--- src/rtl/video_timing_pkg.sv ---
// mapache64 shared constants.
// Holds the game raster size and the default 640x480@60 VGA timing that
// video_timing and video_axis_counter use as their parameter defaults.
package mapache64;

  localparam int GameWidth  = 256;
  localparam int GameHeight = 240;

  localparam int VgaHVisible = 640;
  localparam int VgaHFront   = 16;
  localparam int VgaHSync    = 96;
  localparam int VgaHBack    = 48;

  localparam int VgaVVisible = 480;
  localparam int VgaVFront   = 10;
  localparam int VgaVSync    = 2;
  localparam int VgaVBack    = 33;

  // Centres the 2x-doubled game raster in the visible line.
  localparam int VgaHBorder  = (VgaHVisible - 2 * GameWidth) / 2;

  // Width of both scan counters; covers 800 columns and 525 lines.
  localparam int CountW      = 10;

endpackage

--- src/rtl/video_axis_counter.sv ---
// video_axis_counter: one axis (horizontal or vertical) of the raster scan.
// Ports:
//   clk_i      pixel clock
//   rst_i      asynchronous active-high reset, count returns to 0
//   advance_i  step the count on the next edge
//   count_d_o  value the count takes after the next edge
//   last_d_o   count_d_o is the final position of the axis
//   wrap_o     the count goes back to 0 on the next edge
//   sync_n_o   registered sync for the current position, active low
//   blank_o    registered, high while the current position is not visible
module video_axis_counter
  import mapache64::*;
#(
  parameter int VISIBLE = VgaHVisible,
  parameter int FRONT   = VgaHFront,
  parameter int SYNC    = VgaHSync,
  parameter int BACK    = VgaHBack
) (
  input  logic              clk_i,
  input  logic              rst_i,
  input  logic              advance_i,
  output logic [CountW-1:0] count_d_o,
  output logic              last_d_o,
  output logic              wrap_o,
  output logic              sync_n_o,
  output logic              blank_o
);

  localparam int Total = VISIBLE + FRONT + SYNC + BACK;
  localparam logic [CountW-1:0] Last   = CountW'(Total - 1);
  localparam logic [CountW-1:0] SyncLo = CountW'(VISIBLE + FRONT);
  localparam logic [CountW-1:0] SyncHi = CountW'(VISIBLE + FRONT + SYNC);
  localparam logic [CountW-1:0] VisEnd = CountW'(VISIBLE);

  logic [CountW-1:0] count_q, count_d;
  logic              sync_n_q, sync_n_d;
  logic              blank_q, blank_d;

  assign wrap_o = advance_i && (count_q == Last);

  // Decodes are taken from the next count so the registered flags line up
  // with count_q rather than trailing it by a cycle.
  always_comb begin
    count_d = count_q;
    if (wrap_o) begin
      count_d = '0;
    end else if (advance_i) begin
      count_d = count_q + CountW'(1);
    end
    sync_n_d = !((count_d >= SyncLo) && (count_d < SyncHi));
    blank_d  = (count_d >= VisEnd);
  end

  always_ff @(posedge clk_i or posedge rst_i) begin
    if (rst_i) begin
      count_q  <= '0;
      sync_n_q <= 1'b1;
      blank_q  <= 1'b0;
    end else begin
      count_q  <= count_d;
      sync_n_q <= sync_n_d;
      blank_q  <= blank_d;
    end
  end

  assign count_d_o = count_d;
  assign last_d_o  = (count_d == Last);
  assign sync_n_o  = sync_n_q;
  assign blank_o   = blank_q;

endmodule

--- src/rtl/video_timing.sv ---
// video_timing: 640x480@60 VGA scan generator mapped onto the 256x240 game
// raster (2x pixel doubling, horizontally centred).
// Ports:
//   gpu_clk        pixel clock (25.175 MHz)
//   rst            asynchronous active-high reset, scan returns to (0,0)
//   hsync, vsync   active-low syncs
//   vblank         high on lines >= V_VISIBLE
//   vblank_start   one-cycle pulse at (0, V_VISIBLE)
//   in_game        current pixel is inside the 512x480 game area
//   current_x/y    game coordinates of the current pixel (8'hFF outside)
//   next_x/y       game coordinates of the next pixel in scan order (9'h1FF outside)
// Every output is registered from the counters' next values, so all of them
// describe the same (h, v) as the counter registers.
module video_timing
  import mapache64::*;
#(
  parameter int H_VISIBLE = VgaHVisible,
  parameter int H_FRONT   = VgaHFront,
  parameter int H_SYNC    = VgaHSync,
  parameter int H_BACK    = VgaHBack,
  parameter int V_VISIBLE = VgaVVisible,
  parameter int V_FRONT   = VgaVFront,
  parameter int V_SYNC    = VgaVSync,
  parameter int V_BACK    = VgaVBack,
  parameter int H_BORDER  = VgaHBorder
) (
  input  logic       gpu_clk,
  input  logic       rst,
  output logic       hsync,
  output logic       vsync,
  output logic       vblank,
  output logic       vblank_start,
  output logic       in_game,
  output logic [7:0] current_x,
  output logic [7:0] current_y,
  output logic [8:0] next_x,
  output logic [8:0] next_y
);

  localparam logic [CountW-1:0] GameLo = CountW'(H_BORDER);
  localparam logic [CountW-1:0] GameHi = CountW'(H_BORDER + 2 * GameWidth);
  localparam logic [CountW-1:0] VisEnd = CountW'(V_VISIBLE);

  function automatic logic h_in_game(input logic [CountW-1:0] h);
    return (h >= GameLo) && (h < GameHi);
  endfunction

  function automatic logic [7:0] game_x(input logic [CountW-1:0] h);
    return 8'((h - GameLo) >> 1);
  endfunction

  logic [CountW-1:0] h_d, v_d, h_s, v_s;
  logic h_wrap, h_last_d, v_last_d;
  logic v_wrap_unused, h_blank_unused;

  video_axis_counter #(
    .VISIBLE(H_VISIBLE), .FRONT(H_FRONT), .SYNC(H_SYNC), .BACK(H_BACK)
  ) u_h (
    .clk_i(gpu_clk), .rst_i(rst), .advance_i(1'b1),
    .count_d_o(h_d), .last_d_o(h_last_d), .wrap_o(h_wrap),
    .sync_n_o(hsync), .blank_o(h_blank_unused)
  );

  video_axis_counter #(
    .VISIBLE(V_VISIBLE), .FRONT(V_FRONT), .SYNC(V_SYNC), .BACK(V_BACK)
  ) u_v (
    .clk_i(gpu_clk), .rst_i(rst), .advance_i(h_wrap),
    .count_d_o(v_d), .last_d_o(v_last_d), .wrap_o(v_wrap_unused),
    .sync_n_o(vsync), .blank_o(vblank)
  );

  logic       in_game_q, in_game_d;
  logic       vbs_q, vbs_d;
  logic [7:0] cur_x_q, cur_x_d, cur_y_q, cur_y_d;
  logic [8:0] nxt_x_q, nxt_x_d, nxt_y_q, nxt_y_d;

  always_comb begin
    // (h_s, v_s) is the successor of the pixel about to be loaded, so the
    // lookahead registers stay one pixel ahead of the current_* registers.
    h_s = h_d + CountW'(1);
    v_s = v_d;
    if (h_last_d) begin
      h_s = '0;
      v_s = v_last_d ? '0 : v_d + CountW'(1);
    end

    in_game_d = h_in_game(h_d) && (v_d < VisEnd);
    cur_x_d   = in_game_d ? game_x(h_d) : 8'hFF;
    cur_y_d   = (v_d < VisEnd) ? 8'(v_d >> 1) : 8'hFF;
    nxt_x_d   = (h_in_game(h_s) && (v_s < VisEnd)) ? {1'b0, game_x(h_s)} : 9'h1FF;
    nxt_y_d   = (v_s < VisEnd) ? {1'b0, 8'(v_s >> 1)} : 9'h1FF;
    vbs_d     = (h_d == '0) && (v_d == VisEnd);
  end

  always_ff @(posedge gpu_clk or posedge rst) begin
    if (rst) begin
      in_game_q <= 1'b0;
      vbs_q     <= 1'b0;
      cur_x_q   <= 8'hFF;
      cur_y_q   <= 8'h00;
      nxt_x_q   <= 9'h1FF;
      nxt_y_q   <= 9'h000;
    end else begin
      in_game_q <= in_game_d;
      vbs_q     <= vbs_d;
      cur_x_q   <= cur_x_d;
      cur_y_q   <= cur_y_d;
      nxt_x_q   <= nxt_x_d;
      nxt_y_q   <= nxt_y_d;
    end
  end

  assign in_game      = in_game_q;
  assign vblank_start = vbs_q;
  assign current_x    = cur_x_q;
  assign current_y    = cur_y_q;
  assign next_x       = nxt_x_q;
  assign next_y       = nxt_y_q;

endmodule
--- config.mk ---
export PLATFORM = sky130hd
export DESIGN_NAME = video_timing
export DESIGN_NICKNAME = d
export VERILOG_FILES = /design/src/rtl/video_timing_pkg.sv /design/src/rtl/video_axis_counter.sv /design/src/rtl/video_timing.sv
export SDC_FILE = /design/constraint.sdc
export NUM_CORES = 1
export LEC_CHECK = 0
export CAP_MARGIN = 20
export CORE_ASPECT_RATIO = 1.2
export CORE_MARGIN = 2
export CORE_UTILIZATION = 34
export DETAILED_ROUTE_END_ITERATION = 16
export DONT_BUFFER_PORTS = 1
export GPL_ROUTABILITY_DRIVEN = 1
export MAX_ROUTING_LAYER = met4
export PLACE_DENSITY = 0.48
export SLEW_MARGIN = 15
export SYNTH_ARGS = -nofsm -noshare
export SYNTH_HDL_FRONTEND = slang
export SYNTH_SLANG_ARGS = --single-unit
--- constraint.sdc ---
create_clock -name gpu_clk -period 4.1 [get_ports gpu_clk]
set_clock_uncertainty 0.2 [all_clocks]
set_input_delay 0.205 -clock gpu_clk [delete_from_list [all_inputs] [get_ports gpu_clk]]
set_output_delay 0.205 -clock gpu_clk [all_outputs]
set_load 0.1 [all_outputs]
==> out/qor.csv <==
stage,metric,value,unit
power,switching pwr,272.6,µW
floorplan,Die W,94.44,µm
synth,average cell area after synthesis,9.700,µm²
global_route,first-pass GRT wire length,14770,µm
clocking,Sink Count,59,
route,via count normalized by instance count,5.374,
power,fraction of power spent switching nets,0.2033,
clocking,clock tree buffer depth,2,
sta,final critical delay including setup and external delays,3.781,ns
placement,post-detail-place hpwl,6403,µm
route,total via count after detailed routing,2601,
sta,ratio of final minimum period to clock period,0.9222,
route,DRT antenna net count,0,
sta,final worst hold slack,0.3433,ns
synth,cell with the most instances after synthesis,dfrtp_1,
power,Peak supply drop,0.0001777,V
synth,count of flip-flops with a built-in enable after synthesis,0,
synth,sequential-to-total area share from yosys stat,0.4496,
synth,share of the synthesized area in the top cell type,0.3000,
floorplan,Die Y,112.5,µm
route,average detailed-routed wire length per instance,18.09,µm
synth,post-synth top area cell,dfrtp_1,
sta,highest clock rate,264.5,MHz
global_route,gr ovfl total,0,
global_route,pin count of the biggest net entering global routing,60,
sta,number of max-slew violations in the final report,0,
sta,endpoints failing hold,0,
worst_setup_path,required time of the worst setup path,4.09,ns
power,share of total power in sequential cells,0.436,
floorplan,number of standard-cell rows in the floorplan,39,
synth,count of warnings emitted by yosys,0,
synth,Cells after Synth,344,
finish,proportion of layout cells with a drive suffix above 1,0.1856,
global_route,number of antenna violations at the first check in global routing,0,
outcome,run status,"finished, final reports clean",
synth,share of synthesized flip-flops with an asynchronous set or reset,1.000,
sta,setup violators final,0,
sta,slew at the pin closest to its max-slew limit,0.8880,ns
worst_setup_path,kind of critical path,register to register,
floorplan,number of I/O pins,41,
finish,share of the core filled with cells in the final layout,0.4039,
sta,unrepaired setup endpoints after global routing,false,
power,Combinational Power Share,0.009,
floorplan,overall die area,10630,µm²
synth,most area-consuming cells after synthesis,"dfrtp_1, dfstp_2, ha_1, xnor2_1, nand2_1",
finish,P&R area growth vs syn,15.19,%
synth,Commonest cells post-synth,"dfrtp_1, nand2_1, inv_1",
clocking,number of setup buffers added after CTS,0,
floorplan,Std-Cell Core Area,9515,µm²
placement,count of buffers inserted at the top-level ports,0,
power,Pint,1.068,mW
clocking,htree depth,3,
power,total chip power,1.341,mW
synth,top_reg_cell synth,dfrtp_1,
route,total detailed-routing wirelength,8756,µm
route,first drt pass iteration count,4,
route,detailed router's first-iteration violation count,99,
placement,global placement routability congestion,0.8966,
worst_setup_path,crit-path max FO,16,
synth,synthesized net count,360,
worst_setup_path,endpoint kind of the worst setup timing path,register,
global_route,vias in the first global route,2801,
finish,final cell count without fillers,484,
worst_setup_path,WP data arrival,3.78,ns
clocking,TritonCTS clock tree,done,
route,DR DRC count,0,
power,Lkg Pwr,1.671,nW
power,clock network fraction of design power,0.555,
global_route,total global routing track utilization,0.1862,
finish,Antenna diodes,0,
placement,post-placement cell count,467,
clocking,total clock buffers created by CTS,9,
synth,Netlist cell types,64,
sta,remaining max-slew budget at the tightest pin,0.4084,
worst_setup_path,kind of start point of the critical path,register,
synth,Yosys reg bits,59,
clocking,clock input transition at the sequential cells of the worst setup and hold paths,0.05,ns
floorplan,Initial Util,0.3507,
flow_run,number of max-cap violations,0,
sta,accumulated negative setup slack,0,ns
min_path,kind of path behind the tightest hold check,input pin to async pin,
clocking,CTS root buf,clkbuf_16,
clocking,clock insertion delay at the later pin of the skew report,0.33,ns
power,power density over the cells,348.8,nW/µm²
finish,count of nets after finishing,372,
synth,Mapped Area,3337,µm²
## kinds of logic (layout without fill, tap and decap cells)
| logic type | after synthesis | in the layout | share of synthesized area |
|---|---|---|---|
| mux | 2 | 2 | 0.005999 |
| fa+ha+maj | 14 | 14 | 0.05249 |
| simple gates | 129 | 129 | 0.2141 |
| flops | 59 | 59 | 0.4496 |
| buf+inv | 44 | 61 | 0.05400 |
| xor+xnor | 23 | 23 | 0.06262 |
| compound gates | 73 | 73 | 0.1612 |
## flip-flops by register name (all words and copies together), names as in the netlist
| signal | count |
|---|---|
| current_y | 8 |
| u_h.sync_n_o | 1 |
| u_v.count_q | 10 |
| next_y | 9 |
| u_v.sync_n_o | 1 |
| u_h.count_q | 10 |
| current_x | 8 |
| in_game | 1 |
| u_v.blank_o | 1 |
| vblank_start | 1 |
| next_x | 9 |
## worst max-delay path: stages, from the launching register on
cell and delay, ns:
dfrtp_1 0.48, ha_2 0.30, and4_1 0.34, nand2_1 0.10, xnor2_1 0.15, inv_1 0.11, ha_1 0.21, and3_1 0.22
nand4_2 0.22, or3_1 0.47, mux2i_1 0.18, a211oi_4 0.25, buf_4 0.24, o221ai_1 0.15
## power by group through the flow
stage	Clock, mW	Sequential [mW]	Combinational (mW)
after floorplan	0	0.593	0.00834
after global placement	0	0.593	0.0125
after detailed placement	0	0.593	0.0128
after CTS	0.758	0.584	0.0135
after global routing	0.789	0.583	0.0156
final	0.744	0.584	0.0125
## final cells by class
| class | instances | area [µm²] |
|---|---|---|
| Fill cell | 942 | 5672 |
| Multi-Input combinational cell | 241 | 1659 |
| Sequential cell | 59 | 1500 |
| Clock buffer | 11 | 242.7 |
| Tap cell | 123 | 153.9 |
| Timing Repair Buffer | 17 | 130.1 |
| Inverter | 28 | 105.1 |
| Clock inverter | 5 | 52.55 |
## repair_timing
action / in CTS / in global routing
endpoints found under the hold margin: 40 / 0
gates resized for setup: 0 / 1
endpoints found under the setup margin: 0 / 1
hold buffers: 1 / 0
## routing by layer
layer  track usage  vias up  routed length [µm]
met5             -        -                   0
met4       0.09855        0                 320
met3       0.03221       28                 319
met2        0.2990       84                4397
met1        0.2215     1249                3718
li1              -     1240                   -
## placed cells by master (no fill, tap or decap), types with 6 or more instances in the layout
master      n
a21oi_1    11
buf_4      16
clkbuf_16   9
dfrtp_1    40
dfstp_2    19
ha_1       13
inv_1      23
nand2_1    35
nand3_1    17
nand4_1     8
nor2_1     19
nor3_1      7
nor4_1      6
o21ai_0     8
o221ai_1    6
xnor2_1    17
## worst paths after layout
| kind | from | endpoint | slack [ns] | depth (start not counted) |
|---|---|---|---|---|
| worst max-delay path | u_h.count_q[0] | next_y[1] | 0.32 | 13 |
| worst min-delay path | rst | next_y[2] | 0.34 | 3 |
| worst max register to register | u_h.count_q[0] | next_y[1] | 0.32 | 13 |
| worst min register to register | u_v.count_q[6] | u_v.count_q[6] | 0.50 | 2 |
| max in group asynchronous | rst | u_h.count_q[8] | 2.86 | 3 |
| min in group gpu_clk | u_v.count_q[6] | u_v.count_q[6] | 0.50 | 2 |
## through the flow
step	setup slack, ns	area (µm²)
6_report	0.3188	3844
5_1_grt	0.07061	3844
4_1_cts	0.2673	3841
3_5_place_dp	0.2872	3536
3_3_place_gp	0.4227	3536
2_1_floorplan	0.5325	3337
Power figures use the tool's default switching activity.
